File: config.mk
export PLATFORM = sky130hd
export DESIGN_NAME = hc595_frame_rx
export DESIGN_NICKNAME = d
export VERILOG_FILES = /design/src/rtl/hc595_frame_rx_pkg.sv /design/src/rtl/hc595_sync_edge.sv /design/src/rtl/hc595_frame_rx.sv
export SDC_FILE = /design/constraint.sdc
export NUM_CORES = 1
export LEC_CHECK = 0
export CAP_MARGIN = 20
export CORE_MARGIN = 10
export CORE_UTILIZATION = 45
export DETAILED_ROUTE_END_ITERATION = 12
export PLACE_DENSITY = 0.71
export SLEW_MARGIN = 20
export SYNTH_ARGS = -nofsm -noshare
export SYNTH_HDL_FRONTEND = slang
export SYNTH_SLANG_ARGS = --single-unit
File: constraint.sdc
create_clock -name clk_in -period 2.7 [get_ports clk_in]
set_input_delay 0.54 -clock clk_in [delete_from_list [all_inputs] [get_ports clk_in]]
set_output_delay 0.54 -clock clk_in [all_outputs]
set_load 0.01 [all_outputs]
File: src/rtl/hc595_frame_rx_pkg.sv
// Shared types and constants for the 74HC595 frame receiver.
package hc595_frame_rx_pkg;

  localparam int LAYER_W    = 64;
  localparam int SEL_W      = 8;
  localparam int NUM_LAYERS = 8;

  typedef enum logic [1:0] {
    ST_IDLE  = 2'd0,
    ST_SHIFT = 2'd1,
    ST_LATCH = 2'd2
  } state_e;

  function automatic logic sel_is_onehot(input logic [SEL_W-1:0] sel);
    return (sel != '0) && ((sel & (sel - SEL_W'(1))) == '0);
  endfunction

  function automatic logic [2:0] sel_to_idx(input logic [SEL_W-1:0] sel);
    logic [2:0] idx;
    idx = '0;
    for (int i = 0; i < SEL_W; i++) begin
      if (sel[i]) idx = 3'(i);
    end
    return idx;
  endfunction

endpackage

File: src/rtl/hc595_sync_edge.sv
// Multi-flop synchronizer for one asynchronous input plus a history flop
// that turns the synchronized level into a single-cycle rising-edge strobe.
module hc595_sync_edge #(
  parameter int SYNC_STAGES = 2
) (
  input  logic clk_i,
  input  logic rst_ni,
  input  logic d_i,
  output logic q_o,
  output logic rise_o
);

  logic [SYNC_STAGES-1:0] sync_q;
  logic                   hist_q;

  always_ff @(posedge clk_i or negedge rst_ni) begin
    if (!rst_ni) begin
      sync_q <= '0;
      hist_q <= 1'b0;
    end else begin
      sync_q <= {sync_q[SYNC_STAGES-2:0], d_i};
      hist_q <= sync_q[SYNC_STAGES-1];
    end
  end

  assign q_o    = sync_q[SYNC_STAGES-1];
  assign rise_o = sync_q[SYNC_STAGES-1] & ~hist_q;

endmodule

File: src/rtl/hc595_frame_rx.sv
// Receives a 74HC595 serial stream (select byte + 64 column bits) and latches
// the column data into one of eight layer registers. Optional stats: HC595_RX_STATS_EN.
module hc595_frame_rx
  import hc595_frame_rx_pkg::*;
#(
  parameter int CHAIN_BITS  = 72,
  parameter int SYNC_STAGES = 2,
  parameter int TIMEOUT_CYC = 4096
) (
  input  logic               clk_in,
  input  logic               rst_n_in,
  input  logic               sclk_in,
  input  logic               rclk_in,
  input  logic               sdio_in,
  output logic [LAYER_W-1:0] layer_1,
  output logic [LAYER_W-1:0] layer_2,
  output logic [LAYER_W-1:0] layer_3,
  output logic [LAYER_W-1:0] layer_4,
  output logic [LAYER_W-1:0] layer_5,
  output logic [LAYER_W-1:0] layer_6,
  output logic [LAYER_W-1:0] layer_7,
  output logic [LAYER_W-1:0] layer_8,
  output logic [2:0]         layer_idx,
  output logic               frame_valid,
  output logic               sel_err,
  output logic               len_err,
  output logic               abort
`ifdef HC595_RX_STATS_EN
  ,
  output logic [15:0]        frame_cnt,
  output logic [15:0]        err_cnt
`endif
);

  localparam int              TMO_W     = $clog2(TIMEOUT_CYC + 1);
  localparam logic [TMO_W-1:0] TMO_LAST = TMO_W'(TIMEOUT_CYC - 1);
  localparam logic [6:0]      CHAIN_CNT = 7'(CHAIN_BITS);

  logic sclk_rise, rclk_rise, sdio_s;
  logic sclk_lvl_unused, rclk_lvl_unused, sdio_rise_unused;

  hc595_sync_edge #(.SYNC_STAGES(SYNC_STAGES)) u_sync_sclk (
    .clk_i(clk_in), .rst_ni(rst_n_in), .d_i(sclk_in), .q_o(sclk_lvl_unused), .rise_o(sclk_rise)
  );
  hc595_sync_edge #(.SYNC_STAGES(SYNC_STAGES)) u_sync_rclk (
    .clk_i(clk_in), .rst_ni(rst_n_in), .d_i(rclk_in), .q_o(rclk_lvl_unused), .rise_o(rclk_rise)
  );
  hc595_sync_edge #(.SYNC_STAGES(SYNC_STAGES)) u_sync_sdio (
    .clk_i(clk_in), .rst_ni(rst_n_in), .d_i(sdio_in), .q_o(sdio_s), .rise_o(sdio_rise_unused)
  );

  state_e                 state_q, state_d;
  logic [CHAIN_BITS-1:0]  shreg_q, shreg_d;
  logic [6:0]             cnt_q, cnt_d;
  logic [TMO_W-1:0]       tmo_q, tmo_d;
  logic [SEL_W-1:0]       cap_sel_q, cap_sel_d;
  logic [LAYER_W-1:0]     cap_col_q, cap_col_d;
  logic [6:0]             cap_cnt_q, cap_cnt_d;
  logic                   abort_d;

  // rclk captures the register as it stood before any same-cycle shift, and the
  // coincident sclk bit becomes bit 1 of the following frame.
  always_comb begin
    state_d   = state_q;
    shreg_d   = shreg_q;
    cnt_d     = cnt_q;
    tmo_d     = '0;
    cap_sel_d = cap_sel_q;
    cap_col_d = cap_col_q;
    cap_cnt_d = cap_cnt_q;
    abort_d   = 1'b0;

    if (sclk_rise) begin
      shreg_d = {shreg_q[CHAIN_BITS-2:0], sdio_s};
      cnt_d   = (cnt_q == 7'h7F) ? cnt_q : cnt_q + 7'd1;
    end

    unique case (state_q)
      ST_IDLE, ST_SHIFT: begin
        if (rclk_rise) begin
          cap_sel_d = shreg_q[CHAIN_BITS-1 -: SEL_W];
          cap_col_d = shreg_q[LAYER_W-1:0];
          cap_cnt_d = cnt_q;
          cnt_d     = sclk_rise ? 7'd1 : 7'd0;
          state_d   = ST_LATCH;
        end else if (state_q == ST_IDLE) begin
          if (sclk_rise) state_d = ST_SHIFT;
        end else if (!sclk_rise) begin
          tmo_d = tmo_q + TMO_W'(1);
          if (tmo_q == TMO_LAST) begin
            abort_d = 1'b1;
            cnt_d   = '0;
            tmo_d   = '0;
            state_d = ST_IDLE;
          end
        end
      end
      ST_LATCH: state_d = ST_IDLE;
      default:  state_d = ST_IDLE;
    endcase
  end

  always_ff @(posedge clk_in or negedge rst_n_in) begin
    if (!rst_n_in) begin
      state_q   <= ST_IDLE;
      shreg_q   <= '0;
      cnt_q     <= '0;
      tmo_q     <= '0;
      cap_sel_q <= '0;
      cap_col_q <= '0;
      cap_cnt_q <= '0;
    end else begin
      state_q   <= state_d;
      shreg_q   <= shreg_d;
      cnt_q     <= cnt_d;
      tmo_q     <= tmo_d;
      cap_sel_q <= cap_sel_d;
      cap_col_q <= cap_col_d;
      cap_cnt_q <= cap_cnt_d;
    end
  end

  logic [LAYER_W-1:0] layer_q [NUM_LAYERS];
  logic [2:0]         idx_q;
  logic               fv_q, sel_err_q, len_err_q, abort_q;
  logic               sel_ok, len_ok;
  logic [2:0]         sel_idx;

  assign sel_ok  = sel_is_onehot(cap_sel_q);
  assign len_ok  = (cap_cnt_q == CHAIN_CNT);
  assign sel_idx = sel_to_idx(cap_sel_q);

  always_ff @(posedge clk_in or negedge rst_n_in) begin
    if (!rst_n_in) begin
      for (int i = 0; i < NUM_LAYERS; i++) layer_q[i] <= '0;
      idx_q     <= '0;
      fv_q      <= 1'b0;
      sel_err_q <= 1'b0;
      len_err_q <= 1'b0;
      abort_q   <= 1'b0;
    end else begin
      fv_q      <= 1'b0;
      sel_err_q <= 1'b0;
      len_err_q <= 1'b0;
      abort_q   <= abort_d;
      if (state_q == ST_LATCH) begin
        sel_err_q <= !sel_ok;
        len_err_q <= !len_ok;
        if (sel_ok && len_ok) begin
          layer_q[sel_idx] <= cap_col_q;
          idx_q            <= sel_idx;
          fv_q             <= 1'b1;
        end
      end
    end
  end

  assign layer_1     = layer_q[0];
  assign layer_2     = layer_q[1];
  assign layer_3     = layer_q[2];
  assign layer_4     = layer_q[3];
  assign layer_5     = layer_q[4];
  assign layer_6     = layer_q[5];
  assign layer_7     = layer_q[6];
  assign layer_8     = layer_q[7];
  assign layer_idx   = idx_q;
  assign frame_valid = fv_q;
  assign sel_err     = sel_err_q;
  assign len_err     = len_err_q;
  assign abort       = abort_q;

`ifdef HC595_RX_STATS_EN
  logic [15:0] frame_cnt_q, err_cnt_q;

  always_ff @(posedge clk_in or negedge rst_n_in) begin
    if (!rst_n_in) begin
      frame_cnt_q <= '0;
      err_cnt_q   <= '0;
    end else begin
      if (fv_q && frame_cnt_q != 16'hFFFF) frame_cnt_q <= frame_cnt_q + 16'd1;
      if ((sel_err_q || len_err_q || abort_q) && err_cnt_q != 16'hFFFF)
        err_cnt_q <= err_cnt_q + 16'd1;
    end
  end

  assign frame_cnt = frame_cnt_q;
  assign err_cnt   = err_cnt_q;
`endif

endmodule

Word-level counts from Yosys, hierarchy flattened
Cells that the tools add are included.
W data, S select, Z words.
Storage, ports and cells
  register bits after elaboration: 700
  bits in latches: 0
  memory bits (writable): 0
  bits in read-only memories: 0
  input port bits: 5
  output and inout port bits: 519
  memories kept: 0
Cells by class
  add/subtract/negate cells: 3
  $mul: 0
  divide/modulo/power cells: 0
  order comparisons: 2
  eq/ne operators: 8
  shift operators: 0
  multiplexer cells: 38
  bitwise logic cells: 6
  reductions and logical operators: 12
Operators with widths (number)
  $bwmux W512: 1
  $demux W64 S3: 1
  $mux W13: 5
  $mux W64: 1
  $mux W7: 7
  $mux W3: 6
  $eq A7 B7 Y1 const B: 2
  $add A13 B1 Y13 const B: 1
  $eq A13 B12 Y1 const B: 1
  $mux W2: 6
  $ne A4 B4 Y1 const B: 3
  $mux W1: 11
  $and A8 B8 Y8: 1
  $logic_not A8 Y1: 1
  $reduce_bool A8 Y1: 1
  $sub A8 B1 Y8 const B: 1
  $add A7 B1 Y7 const B: 1
  $ge A4 B4 Y1 const B: 1
  $lt A4 B1 Y1 const B: 1
  $not A3 Y4: 1
  $reduce_and A2 Y1: 2
  $logic_and A1 B1 Y1: 3
  $reduce_and A3 Y1: 1
  $and A1 B1 Y1: 2
  other kinds (6): 8

Longest topological paths before layout
Gate-level depths: netlist of the first run.
  word-level depth: 13
  mapped depth: 8

Modules after synthesis
From an unflattened synthesis of the first run, not the netlist that was laid out.
Unflattened totals
  cells, all modules: 1730
  area, all modules: 26415.3 µm²
By module, submodules not included
  hc595_frame_rx: instances 1, cells each 1718, area each 26148.8 µm², sequential area each 17316.6 µm²
  hc595_sync_edge: instances 3, cells each 4, area each 88.8 µm², sequential area each 75.1 µm²

Worst setup path before layout of the first run
OpenSTA, ideal clock, no wires.
  path kind: reg-to-reg
  from: register cap_cnt_q[1]
  to: register layer_q, in the netlist layer_7[10]
  data arrival time: 2298 ps
  path slack: 277 ps
  stages on the path, launching flop included: 8
  path buffers: 2
  period minus slack after synthesis: 2423 ps
  path through: dfrtp_1 or3_1 or3_4 nor2_2 and4b_1 buf_6 buf_12 mux2_2
Between the ends
  longest elaborated chain between the ends: 3
Ends and longest elaborated chain
  start: declaration: line hc595_frame_rx.sv:58  | logic [6:0] cap_cnt_q, cap_cnt_d;
  start signal: assignment: line hc595_frame_rx.sv:119  | cap_cnt_q <= cap_cnt_d;
  $eq A7 B7 Y1: line hc595_frame_rx.sv:130  | assign len_ok = (cap_cnt_q == CHAIN_CNT);
  $logic_and A1 B1 Y1: line hc595_frame_rx.sv:149  | if (sel_ok && len_ok) begin
  $reduce_and A2 Y1 (no source line)
  end signal: indexed assignment: line hc595_frame_rx.sv:150  | layer_q[sel_idx] <= cap_col_q;
  end: declaration: line hc595_frame_rx.sv:123  | logic [LAYER_W-1:0] layer_q [NUM_LAYERS];
No other way between the ends.
A chain may end at the register's enable or synchronous reset.

Worst setup path after layout of the first run
  from: register cap_cnt_q[1]
  to: register layer_q, in the netlist layer_3[55]
The elaborated chain is that of the path after synthesis.

==> run summary, run 1 <==
• outcome: completed
• Fin Clk Skew: 0.0254 ns
• area share of xor/xnor cells in the synthesized design: 0.488%
• Antenna Nets Post-Route: 0
• combined area of all synthesized cells: 0.0269 mm²
• count of max-cap constraint violations: 0
• dominant combinational cell family by area after synthesis: multiplexers
• dominant register cell in the synthesized netlist: dfrtp_1
• final clock period utilization by the worst path: 96.1%
• area share of the largest cell type after synthesis: 65.0%
• sequential cell fraction of total power: 49.3%
• slew margin rel.: 63.0%
• Vias per Instance: 5.12
• Post-synth ARST share: 100%
• die outline area: 0.0700 mm²
• Worst-path clk slew: 0.06 ns
• hold violation total from the final report: 0
• worst-case setup slack after placement: 0.0329 ns
• starting density of the core: 45.6%
• complex-gate fraction of the synthesized area: 0.627%
• Leakage Power: 17.9 nW
• layout-stage area growth over the synthesis result: 33.2%
• average wire per cell in the routed design: 23.0 µm
• initial antenna violation count: 0
• classification of the worst-slack hold path: register to register
• total power per unit cell area: 614 mW/mm²
• proportion of power drawn by combinational gates: 2.5%
• PnR worst setup slack: 0.106 ns
• crit path max fanout: 29
• minimum setup slack among reg-to-reg paths: 0.11 ns
• synth unique cells: 51
• Internal: 0.0173 W
• post-synthesis share of cell area spent on full adders, half adders and majority gates: 0.0929%
• CP max stage cell: or3_1
• port buffer count: 523
• biggest area consumer among synthesized cells: dfrtp_1
• delay-heaviest family, CP: simple AND/OR/NAND/NOR gates
• endpoint class of the critical path: register
• portion of netlist area occupied by mux cells: 26.5%
• clock tree buffer depth: 3
• pin count of the biggest net entering global routing: 68
• DRC violation count after routing: 0
• Critical Path AT: 3.08 ns
• number of vias after detailed routing: 16,001
• number of synthesized register bits: 700
• Ys Warns: 0
• number of cells on the worst reg-to-reg path: 7
• post-synthesis instance total: 1,718
• TritonCTS clock tree: built
• number of global-route vias before repair: 17,418
• Post-Synthesis Net Count: 1,725
• Area contributors post-synth: dfrtp_1 65%, mux2_2 17%, mux2_4 6.7%
• number of instances on the worst hold path: 0
• placed wire-length estimate: 49.5 mm
• peak per-stage delay on the critical path: 0.40 ns
• sum of negative setup slack: 0 ns
• global-route wire length before repair: 111 mm
• number of ports placed on the die boundary: 524
• number of violations reported at the end of detailed-routing iteration 0: 799
• placeable core region: 0.0591 mm²
• transition time of the tightest slew-check pin: 0.555 ns
• mean instance size in the synthesized netlist: 15.7 µm²
• worst path cell trace: or3_1 -> or3_4 -> nor4_2 -> nor3b_4 -> buf_4 -> buf_8 -> mux2_2
• sum of routed wire length over all layers: 72.0 mm
• number of buffers inserted during clock tree synthesis: 74
• first drt pass iteration count: 4
• Post-synth EDFFs: 0
• number of inserted diodes: 0
• Setup crit start kind: register
• number of nets in the final layout: 2,299
• worst IR drop on VDD: 0.498 mV
• clk sink count: 700
• placement row count: 89
• later-pin clock latency in the skew report: 0.61 ns
• switching power summed over all nets: 0.00471 W
• number of setup violations in the final report: 0
• Total Routing Usage GR: 20.4%
• buffer and inverter count on the worst path: 2
• number of gates on the worst path with buffers counted: 7
• critical path data required time: 3.18 ns
• basic-gate share of the synthesized area counting and, or, nand and nor cells: 4.87%
• sequential-to-total area share from yosys stat: 65.0%
• critical path type: register to register
• f_max: 386 MHz
• clock network fraction of total power: 48.2%
• Period minus WS final: 2.59 ns
• die height: 265 µm
• switching power as a share of total power: 21.4%
• DIE WIDTH: 265 µm
• routability congestion estimate from global placement: 0.775
• proportion of layout cells with a drive suffix above 1: 30.9%
• RSZ-0062 raised after global routing: false
• residual overflow from global routing: 0
• H-Tree Depth: 3
• buffer cell driving the clock tree root: clkbuf_16
• Slew Limit Fails: 0
## registers in the layout, summed over array words and instances, names as in the netlist, 2 cells and up
register / flops
cap_cnt_q: 7
cap_col_q: 64
cap_sel_q: 8
cnt_q: 7
layer_1: 64
layer_2: 64
layer_3: 64
layer_4: 64
layer_5: 64
layer_6: 64
layer_7: 64
layer_8: 64
layer_idx: 3
shreg_q: 72
state_q: 2
tmo_q: 13
u_sync_rclk.sync_q: 2
u_sync_sclk.sync_q: 2
u_sync_sdio.sync_q: 2
## final cells by class
| cell class | instances | area, µm² |
|---|---|---|
| Fill cell | 4386 | 23200 |
| Sequential cell | 700 | 17500 |
| Multi-Input combinational cell | 930 | 8810 |
| Timing Repair Buffer | 579 | 5960 |
| Clock buffer | 111 | 2210 |
| Tap cell | 773 | 967 |
| Clock inverter | 26 | 384 |
| Inverter | 7 | 27.5 |
## logic make-up after synthesis
group,Yosys count
AO/OA/AOI/OAI,20
XOR/XNOR,15
adder cells (fa/ha/maj),2
buffers and inverters,88
flip-flops,700
multiplexers,594
AND/OR/NAND/NOR,299
## synth_stat cells (2+ instances only)
master / count
dfrtp_1: 700
nand4_1: 2
nor3_1: 6
nand2_1: 224
nand4_4: 2
ha_1: 2
a21oi_1: 6
mux2_1: 60
buf_2: 19
xor2_1: 8
inv_1: 6
mux2_2: 412
clkbuf_1: 24
nor3b_1: 2
mux2i_1: 2
nor2b_1: 3
buf_12: 6
buf_6: 25
o21ai_0: 3
o211ai_4: 2
nand2b_1: 5
mux2_4: 120
xnor2_1: 7
nand3_1: 8
buf_1: 6
or3_1: 3
nor4_2: 2
nor2_1: 30
## worst register-to-register path, cell delays in order, from the launching register on
cell and delay [ns]:
dfrtp_1 0.37, or3_1 0.40, or3_4 0.38, nor4_2 0.27, nor3b_4 0.22, buf_4 0.18
buf_8 0.28, mux2_2 0.39
## path summary, 6_finish.rpt
path,start,to
worst max-delay path,cap_cnt_q[1],layer_3[55]
worst min-delay path,u_sync_rclk.sync_q[0],u_sync_rclk.sync_q[1]
worst max register to register,cap_cnt_q[1],layer_3[55]
worst min register to register,u_sync_rclk.sync_q[0],u_sync_rclk.sync_q[1]
max in group asynchronous,rst_n_in,layer_4[16]
min in group asynchronous,rst_n_in,layer_3[31]
## power groups by stage
stage | clock (W) | sequential (W) | combinational [W]
floorplan | 0 | 0.0110 | 0.000229
global placement | 0 | 0.0110 | 0.000552
detailed placement | 0 | 0.0111 | 0.000570
CTS | 0.0108 | 0.0109 | 0.000575
global route | 0.0113 | 0.0109 | 0.000633
finish | 0.0106 | 0.0109 | 0.000553
## layout by cell type (no fill, tap or decap), types with 2 or more instances in the layout
cell and count:
inv_1 6, mux2_4 120, buf_4 31, o21ai_0 3, nor3_1 6, mux2_1 60
nand2_1 224, clkbuf_1 18, clkinv_4 2, mux2_2 412, clkbuf_16 78, clkinvlp_4 2
nand4_1 2, ha_1 2, clkinv_2 11, nand2b_1 4, nand4_4 2, nor2b_1 2
dfrtp_1 700, clkbuf_8 16, clkdlybuf4s50_1 522, mux2i_1 2, nand3_1 8, or3_1 3
nor4_2 2, xor2_1 8, nor2_1 30, bufinv_16 8, a21oi_1 6, buf_12 22
o211ai_4 2, xnor2_1 7, buf_8 2, clkinv_8 2
## through the flow
step / cells / utilization [%] / instance area [µm²] / power, W / hold WS [ns]
finish: 3126 / 60.7 / 35900 / 0.0220 / 0.350
global route: 3126 / 60.7 / 35900 / 0.0228 / 0.370
CTS: 3124 / 60.6 / 35900 / 0.0223 / 0.352
detailed placement: 2986 / 56.2 / 33200 / 0.0116 / 0.339
global placement: 2986 / 56.2 / 33200 / 0.0116 / 0.337
floorplan: 1718 / - / 26900 / 0.0112 / 0.244
## metal layers
metal | GRT usage (%) | share of wire [%] | up-vias
met2 | 34.8 | 50 | 404
met5 | 0 | 0 | -
met4 | 7.80 | 3.1 | 0
li1 | - | - | 7086
met1 | 25.0 | 41 | 8396
met3 | 4.42 | 5.6 | 115
## repair_timing
action,4_1_cts,5_1_grt
endpoints found under the hold margin,31,0
hold buffers,1,0
resized for setup,0,4
buffers inserted,0,1
endpoints found under the setup margin,0,33
No activity file was read; power rests on OpenSTA's default activity.
==> inputs of run 2 (changes only) <==
--- a/config.mk
+++ b/config.mk
@@ -5,7 +5,6 @@
 export SDC_FILE = /design/constraint.sdc
 export NUM_CORES = 1
 export LEC_CHECK = 0
-export CAP_MARGIN = 20
 export CORE_MARGIN = 10
 export CORE_UTILIZATION = 45
 export DETAILED_ROUTE_END_ITERATION = 12
==> results of run 2 <==
Final layout, timing and power as in run 1 (identical DEF).
==> RTL edit: new RTL, settings of run 1 <==
The option `HC595_RX_STATS_EN` is turned on by a define.
--- a/src/rtl/hc595_frame_rx.sv
+++ b/src/rtl/hc595_frame_rx.sv
@@ -1,5 +1,7 @@
 // Receives a 74HC595 serial stream (select byte + 64 column bits) and latches
 // the column data into one of eight layer registers. Optional stats: HC595_RX_STATS_EN.
+`define HC595_RX_STATS_EN
+
 module hc595_frame_rx
   import hc595_frame_rx_pkg::*;
 #(
Function (old outputs only; new: err_cnt and frame_cnt): same outputs for any inputs over 4 cycles, from zero or initial values and one cycle with rst_n_in low; that may be too few to reach the edited logic, so the function may still have changed.
==> RTL edit against run 1 <==
Final area up 4.6%; fmax is 1.9% lower; largest cell class unchanged; routed wire length up 10%; power rose by 3.0%; worst setup slack worse by 0.051 ns; synthesized area rose by 4.2%; sequential share of layout area about the same; critical endpoint is now layer_1[30]$_DFFE_PN0P_; sequential cell count up 32.
==> RTL edit: results (changes against run 1) <==
| Metric | Value |
|---|---|
| Status | finished, final reports clean (unchanged) |
| First-pass GRT wire length | 122000 µm (was 111000 µm) |
| # fillers | 4850 (was 4386) |
| Synth area leaders | dfrtp_1 (65%), mux2_2 (18%), nand2_1 (6.3%) (was dfrtp_1 (65%), mux2_2 (17%), mux2_4 (6.7%)) |
| GRT met2 Usage | 0.353 (was 0.348) |
| Synth Area in XOR/XNOR | 0.0131 (was 0.00488) |
| Signal buf overhead | 0.168 (was 0.166) |
| Met2 wire length | 38400 µm (was 36100 µm) |
| Slowest stage delay, CP | 0.56 ns (was 0.40 ns) |
| Avg WL per Cell | 22.5 µm (was 23.0 µm) |
| Clock skew | 0.0237 ns (was 0.0254 ns) |
| Setup WS pre-CTS | -0.112 ns (was 0.0329 ns) |
| CP max FO | 33 (was 29) |
| Met3 GRT Util | 0.0659 (was 0.0442) |
| Critical path's slowest cell | or4_4 (was or3_1) |
| DP Cell Count | 3390 (was 2986) |
| Vias in the first global route | 19300 (was 17400) |
| Synth Area in Adders | 0.00214 (was 0.000929) |
| NetSw | 0.00508 W (was 0.00471 W) |
| Met3 WL post-DR | 5950 µm (was 4070 µm) |
| Largest net degree at the start of global routing | 88 (was 68) |
| Syn nets | 2039 (was 1725) |
| Count of multi-input gates | 1200 (was 930) |
| Wl on met1 | 33100 µm (was 29600 µm) |
| First-pass DRT Iterations | 5 (was 4) |
| Post-synthesis compound-gate area fraction | 0.00415 (was 0.00627) |
| GRT Util Overall | 0.215 (was 0.204) |
| Reg area | 18300 µm² (was 17500 µm²) |
| Vias/cell | 5.13 (was 5.12) |
| Post-route insts no fill | 3529 (was 3126) |
| Internal | 0.0176 W (was 0.0173 W) |
| Share of layout cells above drive strength 1 | 0.263 (was 0.309) |
| Initial drt markers | 1359 (was 799) |
| Synth unique cells | 47 (was 51) |
| Worst vdd ir | 0.000515 V (was 0.000498 V) |
| Cell Area, Placed | 34900 µm² (was 33200 µm²) |
| Area added between synthesis and finish | 33.8% (was 33.2%) |
| Port Buffer Count | 555 (was 523) |
| FFs & Latches | 732 (was 700) |
| Combinational share of power | 0.033 (was 0.025) |
| Sequential-to-total area share from yosys stat | 0.653 (was 0.650) |
RTL edit: cell count changes after synthesis, sizes merged, moves of 20 or more:
cell	run 1	this run
nand2	224	473
mux2	592	520
clkbuf	24	57
dfrtp	700	732
buf	57	35
nand3	9	29
RTL edit: path summary, 6_finish.rpt:
path                                            startpoint  depth (start not counted)  slack [ns]                              end
max                               cap_sel_q[4]$_DFFE_PN0P_                          7        0.06          layer_1[30]$_DFFE_PN0P_
min reg2reg                u_sync_sdio.sync_q[0]$_DFF_PN0_                          0        0.35  u_sync_sdio.sync_q[1]$_DFF_PN0_
max reg2reg                       cap_sel_q[4]$_DFFE_PN0P_                          7        0.06          layer_1[30]$_DFFE_PN0P_
min                        u_sync_sdio.sync_q[0]$_DFF_PN0_                          0        0.35  u_sync_sdio.sync_q[1]$_DFF_PN0_
max in group asynchronous                         rst_n_in                          3        1.25          layer_6[23]$_DFFE_PN0P_
min in group asynchronous                         rst_n_in                          2        0.47          layer_5[16]$_DFFE_PN0P_
